<file path="config.mk">
export PLATFORM = sky130hd
export DESIGN_NAME = rtu_hdr_snoop
export DESIGN_NICKNAME = d
export VERILOG_FILES = /design/src/rtl/rtu_hdr_snoop.sv
export SDC_FILE = /design/constraint.sdc
export NUM_CORES = 1
export LEC_CHECK = 0
export CORE_UTILIZATION = 56
export DETAILED_ROUTE_END_ITERATION = 6
export PLACE_DENSITY = 0.92
export SYNTH_ARGS = -nofsm -noshare
export SYNTH_HDL_FRONTEND = slang
export SYNTH_SLANG_ARGS = --single-unit
</file>
<file path="constraint.sdc">
create_clock -name clk_i -period 11.2 [get_ports clk_i]
set_input_delay 1.12 -clock clk_i [delete_from_list [all_inputs] [get_ports clk_i]]
set_output_delay 1.12 -clock clk_i [all_outputs]
set_load 0.005 [all_outputs]
</file>
<file path="src/rtl/rtu_hdr_snoop.sv">
// Passive per-port header snooper: watches the RX fabric stream, extracts DMAC/SMAC/802.1Q tag
// and issues one RTU lookup request per complete frame header, never stalling the fabric.
module rtu_hdr_snoop #(
  parameter int g_mac_addr_width = 48,
  parameter int g_vid_width      = 12,
  parameter int g_prio_width     = 3
) (
  input  logic                        clk_i,
  input  logic                        rst_i,
  input  logic [15:0]                 snk_data_i,
  input  logic                        snk_valid_i,
  input  logic                        snk_sof_i,
  input  logic                        snk_eof_i,
  input  logic                        snk_error_i,
  input  logic                        port_en_i,
  input  logic                        rtu_full_i,
  output logic                        rtu_rq_valid_o,
  output logic [g_mac_addr_width-1:0] rtu_rq_dmac_o,
  output logic [g_mac_addr_width-1:0] rtu_rq_smac_o,
  output logic [g_vid_width-1:0]      rtu_rq_vid_o,
  output logic                        rtu_rq_has_vid_o,
  output logic [g_prio_width-1:0]     rtu_rq_prio_o,
  output logic                        rtu_rq_has_prio_o,
  output logic                        rtu_rq_drop_o,
  output logic [15:0]                 ovf_cnt_o
);

  typedef enum logic [1:0] {
    S_IDLE = 2'd0,
    S_HDR  = 2'd1,
    S_TAG  = 2'd2,
    S_DONE = 2'd3
  } state_t;

  localparam logic [15:0] TPID_8021Q = 16'h8100;
  localparam logic [2:0]  ETYPE_WORD = 3'd6;

  state_t                      state_q, state_d;
  logic [2:0]                  cnt_q, cnt_d;
  logic [g_mac_addr_width-1:0] dmac_cap_q, smac_cap_q;

  logic                        lat;
  logic                        lat_tagged;
  logic                        issue;

  logic                        pend_q, pend_d;
  logic [g_mac_addr_width-1:0] dmac_q, dmac_d;
  logic [g_mac_addr_width-1:0] smac_q, smac_d;
  logic [g_vid_width-1:0]      vid_q, vid_d;
  logic                        has_vid_q, has_vid_d;
  logic [g_prio_width-1:0]     prio_q, prio_d;
  logic                        has_prio_q, has_prio_d;
  logic                        drop_q, drop_d;
  logic [15:0]                 ovf_q, ovf_d;

  logic                        cap_en;
  logic [2:0]                  cap_idx;
  logic [g_vid_width-1:0]      tci_vid;
  logic [g_prio_width-1:0]     tci_prio;

  assign tci_vid  = snk_data_i[g_vid_width-1:0];
  assign tci_prio = snk_data_i[15 -: g_prio_width];

  // Header framing FSM: sof always restarts capture from word 0, whatever the state.
  always_comb begin
    state_d    = state_q;
    cnt_d      = cnt_q;
    lat        = 1'b0;
    lat_tagged = 1'b0;
    if (snk_valid_i) begin
      if (snk_sof_i) begin
        cnt_d   = 3'd1;
        state_d = (snk_eof_i || snk_error_i) ? S_IDLE : S_HDR;
      end else begin
        case (state_q)
          S_HDR: begin
            if (cnt_q == ETYPE_WORD) begin
              if (snk_error_i) begin
                state_d = S_IDLE;
              end else if (snk_data_i == TPID_8021Q) begin
                state_d = snk_eof_i ? S_IDLE : S_TAG;
              end else begin
                lat     = 1'b1;
                state_d = snk_eof_i ? S_IDLE : S_DONE;
              end
            end else if (snk_eof_i || snk_error_i) begin
              state_d = S_IDLE;
            end else begin
              cnt_d = cnt_q + 3'd1;
            end
          end
          S_TAG: begin
            if (snk_error_i) begin
              state_d = S_IDLE;
            end else begin
              lat        = 1'b1;
              lat_tagged = 1'b1;
              state_d    = snk_eof_i ? S_IDLE : S_DONE;
            end
          end
          S_DONE: begin
            if (snk_eof_i || snk_error_i) begin
              state_d = S_IDLE;
            end
          end
          default: begin
            state_d = S_IDLE;
          end
        endcase
      end
    end
  end

  always_ff @(posedge clk_i or posedge rst_i) begin
    if (rst_i) begin
      state_q <= S_IDLE;
      cnt_q   <= 3'd0;
    end else begin
      state_q <= state_d;
      cnt_q   <= cnt_d;
    end
  end

  // Address words 0..5 land in the capture registers; only control is reset here.
  assign cap_en  = snk_valid_i && (snk_sof_i || (state_q == S_HDR));
  assign cap_idx = snk_sof_i ? 3'd0 : cnt_q;

  always_ff @(posedge clk_i) begin
    if (cap_en) begin
      case (cap_idx)
        3'd0:    dmac_cap_q[47:32] <= snk_data_i;
        3'd1:    dmac_cap_q[31:16] <= snk_data_i;
        3'd2:    dmac_cap_q[15:0]  <= snk_data_i;
        3'd3:    smac_cap_q[47:32] <= snk_data_i;
        3'd4:    smac_cap_q[31:16] <= snk_data_i;
        3'd5:    smac_cap_q[15:0]  <= snk_data_i;
        default: ;
      endcase
    end
  end

  // A request issued this cycle frees the slot, so a same-edge latch reloads without overflow.
  assign issue = pend_q && !rtu_full_i;

  always_comb begin
    pend_d     = pend_q && !issue;
    dmac_d     = dmac_q;
    smac_d     = smac_q;
    vid_d      = vid_q;
    has_vid_d  = has_vid_q;
    prio_d     = prio_q;
    has_prio_d = has_prio_q;
    drop_d     = drop_q;
    ovf_d      = ovf_q;
    if (lat) begin
      if (pend_d) begin
        if (ovf_q != 16'hFFFF) begin
          ovf_d = ovf_q + 16'd1;
        end
      end else begin
        pend_d     = 1'b1;
        dmac_d     = dmac_cap_q;
        smac_d     = smac_cap_q;
        drop_d     = !port_en_i;
        has_prio_d = lat_tagged;
        prio_d     = lat_tagged ? tci_prio : '0;
        vid_d      = lat_tagged ? tci_vid : '0;
        has_vid_d  = lat_tagged && (tci_vid != '0);
      end
    end
  end

  always_ff @(posedge clk_i or posedge rst_i) begin
    if (rst_i) begin
      pend_q     <= 1'b0;
      dmac_q     <= '0;
      smac_q     <= '0;
      vid_q      <= '0;
      has_vid_q  <= 1'b0;
      prio_q     <= '0;
      has_prio_q <= 1'b0;
      drop_q     <= 1'b0;
      ovf_q      <= 16'd0;
    end else begin
      pend_q     <= pend_d;
      dmac_q     <= dmac_d;
      smac_q     <= smac_d;
      vid_q      <= vid_d;
      has_vid_q  <= has_vid_d;
      prio_q     <= prio_d;
      has_prio_q <= has_prio_d;
      drop_q     <= drop_d;
      ovf_q      <= ovf_d;
    end
  end

  assign rtu_rq_valid_o    = issue;
  assign rtu_rq_dmac_o     = dmac_q;
  assign rtu_rq_smac_o     = smac_q;
  assign rtu_rq_vid_o      = vid_q;
  assign rtu_rq_has_vid_o  = has_vid_q;
  assign rtu_rq_prio_o     = prio_q;
  assign rtu_rq_has_prio_o = has_prio_q;
  assign rtu_rq_drop_o     = drop_q;
  assign ovf_cnt_o         = ovf_q;

endmodule
</file>
======== Word level (Yosys, flattened, before mapping) ========
Cells that the tools add are included.
word-level totals
  register bits after elaboration ......... 232
  input bits .............................. 24
cells by class
  $add $sub $neg .......................... 2
  equality and inequality tests ........... 13
  mux-type cells .......................... 28
  bitwise gates (word level) .............. 1
  reduce and logical (&&, ||, !) cells .... 21
operators by type and width
  operator                                              count
  two-way mux 3 bit                                     6
  adder 16 x 1 -> 16 bit (second input constant)        1
  equality test 16 bit (second input constant)          1
  two-way mux 2 bit                                     8
  inequality test 16 bit (second input constant)        1
  AND reduction 2 bit                                   7
  two-way mux 12 bit                                    1
  nonzero test 12 bit                                   1
  two-way mux 1 bit                                     11
  equality test 3 bit (second input constant)           3
  equality test 3 x 2 -> 1 bit (second input constant)  2
  case mux 2 bit (3 select lines)                       1
  equality test 2 bit (second input constant)           2
  logical AND 1 bit                                     4
  inequality test 2 bit (second input constant)         2
  AND reduction 4 bit                                   1
  adder 3 x 1 -> 3 bit (second input constant)          1
  equality test 3 x 1 -> 1 bit (second input constant)  1
  logical NOT 1 bit                                     3
  logical NOT 3 bit                                     1
  AND reduction 3 bit                                   1
  equality test 2 x 1 -> 1 bit (second input constant)  1
  logical OR 1 bit                                      2
  case mux 1 bit (2 select lines)                       1
  2 further kinds                                       2

======== Logic depth before layout (Yosys ltp) ========
  word-level depth ........................ 8
  gate-level depth with buffers ........... 10

======== Worst setup path before layout ========
No wires, ideal clock.
  kind .................................... input port to flip-flop
  start point ............................. input snk_sof_i
  end point ............................... register dmac_cap_q[0], enable pin
  data arrival time ....................... 3.264 ns
  path slack .............................. 7.500 ns
  cell stages on the path ................. 3
  path buffers ............................ 1
  cell sequence ........................... clkbuf_1 -> nand3b_1 -> nor4b_1
between the ends
  longest elaborated chain between the ends .. 3
  elaborated cells between the ends (all ways) .. 5
  those cells by class .................... eq/ne: 1; mux: 1; reduce/logical: 3
RTL lines
  what                                                               RTL line  RTL
  start: declaration                                                 12        input logic snk_sof_i,
  two-way mux 3 bit or logical OR 1 bit (tied branches)              126, 125
  equality test 3 x 2 -> 1 bit or logical AND 1 bit (tied branches)  130, 125
  AND reduction 2 bit (no line) (*)                                  --
  end signal: assignment                                             133       3'd2: dmac_cap_q[15:0] <= snk_data_i;
  end: declaration                                                   40        logic [g_mac_addr_width-1:0] dmac_cap_q, smac_cap_q;
Mark *: on every way between the ends. The rest lies on a longest branch, timed or not.
A chain may end at the register's enable or synchronous reset.

======== Final worst setup path ========
  start point ............................. input snk_data_i[4]
  end point ............................... register smac_q[20] (netlist: rtu_rq_smac_o[20])
between the ends
  longest elaborated chain between the ends .. 8
RTL lines
  what                             RTL line  RTL
  start: declaration               10        input logic [15:0] snk_data_i,
  equality test 16 bit             80        end else if (snk_data_i == TPID_8021Q) begin
  two-way mux 1 bit                80
  two-way mux 1 bit                78        if (snk_error_i) begin
  two-way mux 1 bit                77        if (cnt_q == ETYPE_WORD) begin
  case mux 1 bit (2 select lines)  75        case (state_q)
  two-way mux 1 bit                71        if (snk_sof_i) begin
  two-way mux 1 bit                70        if (snk_valid_i) begin
  AND reduction 2 bit (no line)    --
  end signal: assignment           187       smac_q <= smac_d;
  end: declaration                 48        logic [g_mac_addr_width-1:0] smac_q, smac_d;
Every way passes these cells.

==> flow_summary_export.csv <==
group,metric,value,unit
worst_setup_path,crit_arrival,5.04,ns
placed_design,post-place-ws,6.11,ns
power_and_ir_drop,total_switching_power,0.354,mW
synth,yosys_most_used_dff,"sky130_fd_sc_hd__dfrtp_1",
synth,area_of_the_mapped_netlist,8730,µm²
placed_design,dpl.hpwl,12.5,mm
layout,layout_common_cells,"sky130_fd_sc_hd__clkdlybuf4s50_1, sky130_fd_sc_hd__dfrtp_1, sky130_fd_sc_hd__edfxtp_1",
clocking,worstSkewPairLatency,0.49,ns
worst_setup_path,worstPathMaxFanout,61,
power_and_ir_drop,total_power,1.71,mW
worst_setup_path,worstRegToRegCells,7,
power_and_ir_drop,pwr_density_cell,153,nW/µm²
clocking,clk_pin_slew_worst_paths,0.06,ns
clocking,clock_tree.buffer_depth,3,
placed_design,buffer_ports.inserted,154,
synth,netlist_instances,532,
floorplan,row_count,45,
power_and_ir_drop,power.switching_fraction,0.207,
layout,postLayoutCellArea,11100,µm²
power_and_ir_drop,seqPwrFrac,0.531,
worst_setup_path,crit_required,11.57,ns
layout,drive_gt1_frac,0.209,
floorplan,design.die.area,16100,µm²
global_routing,wire_length_of_the_first_global_routing_pass,30.3,mm
sta,final_max_slew_viol_count,0,
routing,drt-initial-drc-count,518,
job,cap_violations,0,
floorplan,die_width,127,µm
worst_setup_path,cp_cell_sequence,"clkdlybuf4s50_1, nor4_1, and3_2, a2111oi_4, nand2b_4, buf_4, mux2_2",
worst_setup_path,r2r_start,"state_q[1]$_DFFE_PP0P_",
power_and_ir_drop,p_int,1.35,mW
global_routing,track_usage,0.249,
sta,f_max,214,MHz
global_routing,grt_remaining_overflow,0,
sta,setup_tns,0,ns
layout,final.fill_count,864,
synth,yosys_warnings,0,
sta,tightest_slew,1.04,ns
clocking,root_buffer,"sky130_fd_sc_hd__clkbuf_16",
clocking,clkSinkCount,232,
clocking,cts-htree-levels,1,
sta,setup_violations,0,
clocking,cts_made_buffers,23,
routing,wl,19.6,mm
synth,synth_sequential_area_ratio,0.720,
synth,synth.avg_cell_area,16.4,µm²
layout,instances_no_fill,901,
worst_setup_path,crit_path_max_incr_delay,0.81,ns
worst_hold_path,min_path_type,"reg2reg",
global_routing,grt_start_max_net_pins,83,
routing,drt_drc_violations_left,0,
synth,ys_seq_elements,232,
sta,post_route_clock_period_utilization,0.417,
power_and_ir_drop,peakVddDrop,94.7,µV
floorplan,core_area,15200,µm²
layout,layout.cells.most_common,"sky130_fd_sc_hd__clkdlybuf4s50_1",
worst_setup_path,bufs_and_invs_on_worst_path,2,
worst_setup_path,critical_path_class,"in2reg",
floorplan,floorplan.initialDensity,0.575,
sta,finalWorstPathRequiredPeriod,4.67,ns
sta,max-slew-margin-rel,0.305,
clocking,cts_tree,"built",
sta,fin_skew,0.00750,ns
placed_design,gp_routability_congestion,0.908,
worst_hold_path,worstHoldStart,"smac_cap_q[36]$_DFFE_PP_",
sta,grt_setup_unrepaired,"no",
worst_setup_path,timing.reg2reg.setup_slack,7.20,ns
clocking,post_cts_resize_count,0,
worst_hold_path,hold_path_depth,1,
sta,worst_slack,6.53,ns
routing,detail_route.first_pass.iterations,5,
worst_setup_path,timing.critical_path.to_type,"flop",
routing,drt-wirelength-per-cell,21.7,µm
power_and_ir_drop,combinationalPowerShare,0.036,
floorplan,top_level_ports,155,
synth,ys_async_sr_fraction,0.586,
routing,drtAntennaViolNets,0,
layout,diodes,0,
routing,num_vias,5190,
sta,timing.final.hold_violations,0,
synth,synth_nets,563,
status,run_status,"completed",
placed_design,place_area,10400,µm²
worst_hold_path,min_to,"rtu_rq_smac_o[36]$_DFFE_PP0P_",
global_routing,number_of_antenna_violations_at_the_first_check_in_global_routing,0,
layout,layout.core_utilization,0.733,
sta,finalHoldWorstSlack,0.478,ns
routing,route.detailed.vias_per_inst,5.76,
floorplan,die_h,127,µm
clocking,postCtsSetupBuffers,0,
power_and_ir_drop,p_leak,4.60,nW
worst_setup_path,critPathSlowestCell,"sky130_fd_sc_hd__clkdlybuf4s50_1",
layout,num-nets-final,728,
layout,area.growth.synth_to_final,27.5,%
clocking,cts-hold-fix-buffers,0,
placed_design,dp.cells,860,
global_routing,vias_in_the_first_global_route,5401,
worst_setup_path,timing.critical_path.max_delay_family,"buffers and inverters",
synth,synth_enable_flop_cells,96,
synth,synth_cell_types,43,
worst_setup_path,worst_setup_path_start_kind,"input port",
worst_setup_path,worstReg2RegEnd,"rtu_rq_smac_o[20]$_DFFE_PP0P_",
power_and_ir_drop,power.clock.fraction,0.433,
worst max path at each step:
stage | end | cells after the start | startpoint
after floorplan | cnt_q[0]$_DFFE_PP0P_ | 1 | rst_i
after global placement | rtu_rq_smac_o[17]$_DFFE_PP0P_ | 7 | snk_data_i[2]
after detailed placement | rtu_rq_dmac_o[11]$_DFFE_PP0P_ | 7 | snk_data_i[4]
after CTS | rtu_rq_dmac_o[23]$_DFFE_PP0P_ | 7 | snk_data_i[4]
after global routing | rtu_rq_smac_o[20]$_DFFE_PP0P_ | 6 | snk_valid_i
final | rtu_rq_smac_o[20]$_DFFE_PP0P_ | 7 | snk_data_i[4]
power by group through the flow:
stage          Combinational, mW  Clock, mW  Sequential [mW]
2_1_floorplan             0.0211          0            0.921
3_3_place_gp              0.0593          0            0.921
3_5_place_dp              0.0616          0            0.922
4_1_cts                   0.0624      0.746            0.906
5_1_grt                   0.0670      0.782            0.907
6_report                  0.0618      0.739            0.906
layer usage:
metal	part of all wire	track usage	vias to the layer above	wire length, µm
li1	-	-	2261	-
met1	0.41	0.335	2638	8050
met2	0.49	0.412	246	9550
met3	0.075	0.0510	45	1480
met4	0.026	0.0812	0	518
met5	0	0	-	0
cell families after synthesis:
| logic type | Yosys count | share of synthesized area |
|---|---|---|
| buf+inv | 29 | 0.0235 |
| simple gates | 113 | 0.0655 |
| mux | 98 | 0.139 |
| fa+ha+maj | 7 | 0.0100 |
| compound gates | 39 | 0.0285 |
| xor+xnor | 14 | 0.0140 |
| flops | 232 | 0.720 |
cell usage after synthesis (3+ instances only):
cell type	number	share of area
sky130_fd_sc_hd__a21oi_1	6	0.0034
sky130_fd_sc_hd__and3_1	3	0.0021
sky130_fd_sc_hd__buf_12	4	0.0092
sky130_fd_sc_hd__buf_4	8	0.0069
sky130_fd_sc_hd__clkbuf_1	6	0.0026
sky130_fd_sc_hd__dfrtp_1	136	0.39
sky130_fd_sc_hd__edfxtp_1	96	0.33
sky130_fd_sc_hd__ha_1	7	0.010
sky130_fd_sc_hd__inv_1	10	0.0043
sky130_fd_sc_hd__mux2_2	69	0.089
sky130_fd_sc_hd__mux2_4	29	0.050
sky130_fd_sc_hd__nand2_1	40	0.017
sky130_fd_sc_hd__nand3_1	14	0.0080
sky130_fd_sc_hd__nand4_1	9	0.0064
sky130_fd_sc_hd__nor2_1	17	0.0073
sky130_fd_sc_hd__nor3_1	9	0.0052
sky130_fd_sc_hd__nor4_1	5	0.0036
sky130_fd_sc_hd__nor4b_1	3	0.0030
sky130_fd_sc_hd__o21ai_0	21	0.012
sky130_fd_sc_hd__xnor2_1	3	0.0030
sky130_fd_sc_hd__xor2_1	11	0.011
registers in the layout, indices dropped and copies added (netlist names), 2 cells and up:
name,flops
dmac_cap_q,48
rtu_rq_dmac_o,48
rtu_rq_smac_o,48
smac_cap_q,48
ovf_cnt_o,16
rtu_rq_vid_o,12
cnt_q,3
rtu_rq_prio_o,3
state_q,2
layout make-up:
class / instances / area, µm² / area share
Inverter: 10 / 42.5 / 0.00382
Sequential cell: 232 / 6290 / 0.564
Clock buffer: 27 / 591 / 0.0530
Multi-Input combinational cell: 271 / 2270 / 0.204
Tap cell: 188 / 235 / 0.0211
Clock inverter: 14 / 133 / 0.0119
Timing Repair Buffer: 159 / 1580 / 0.142
Power figures use the tool's default switching activity.
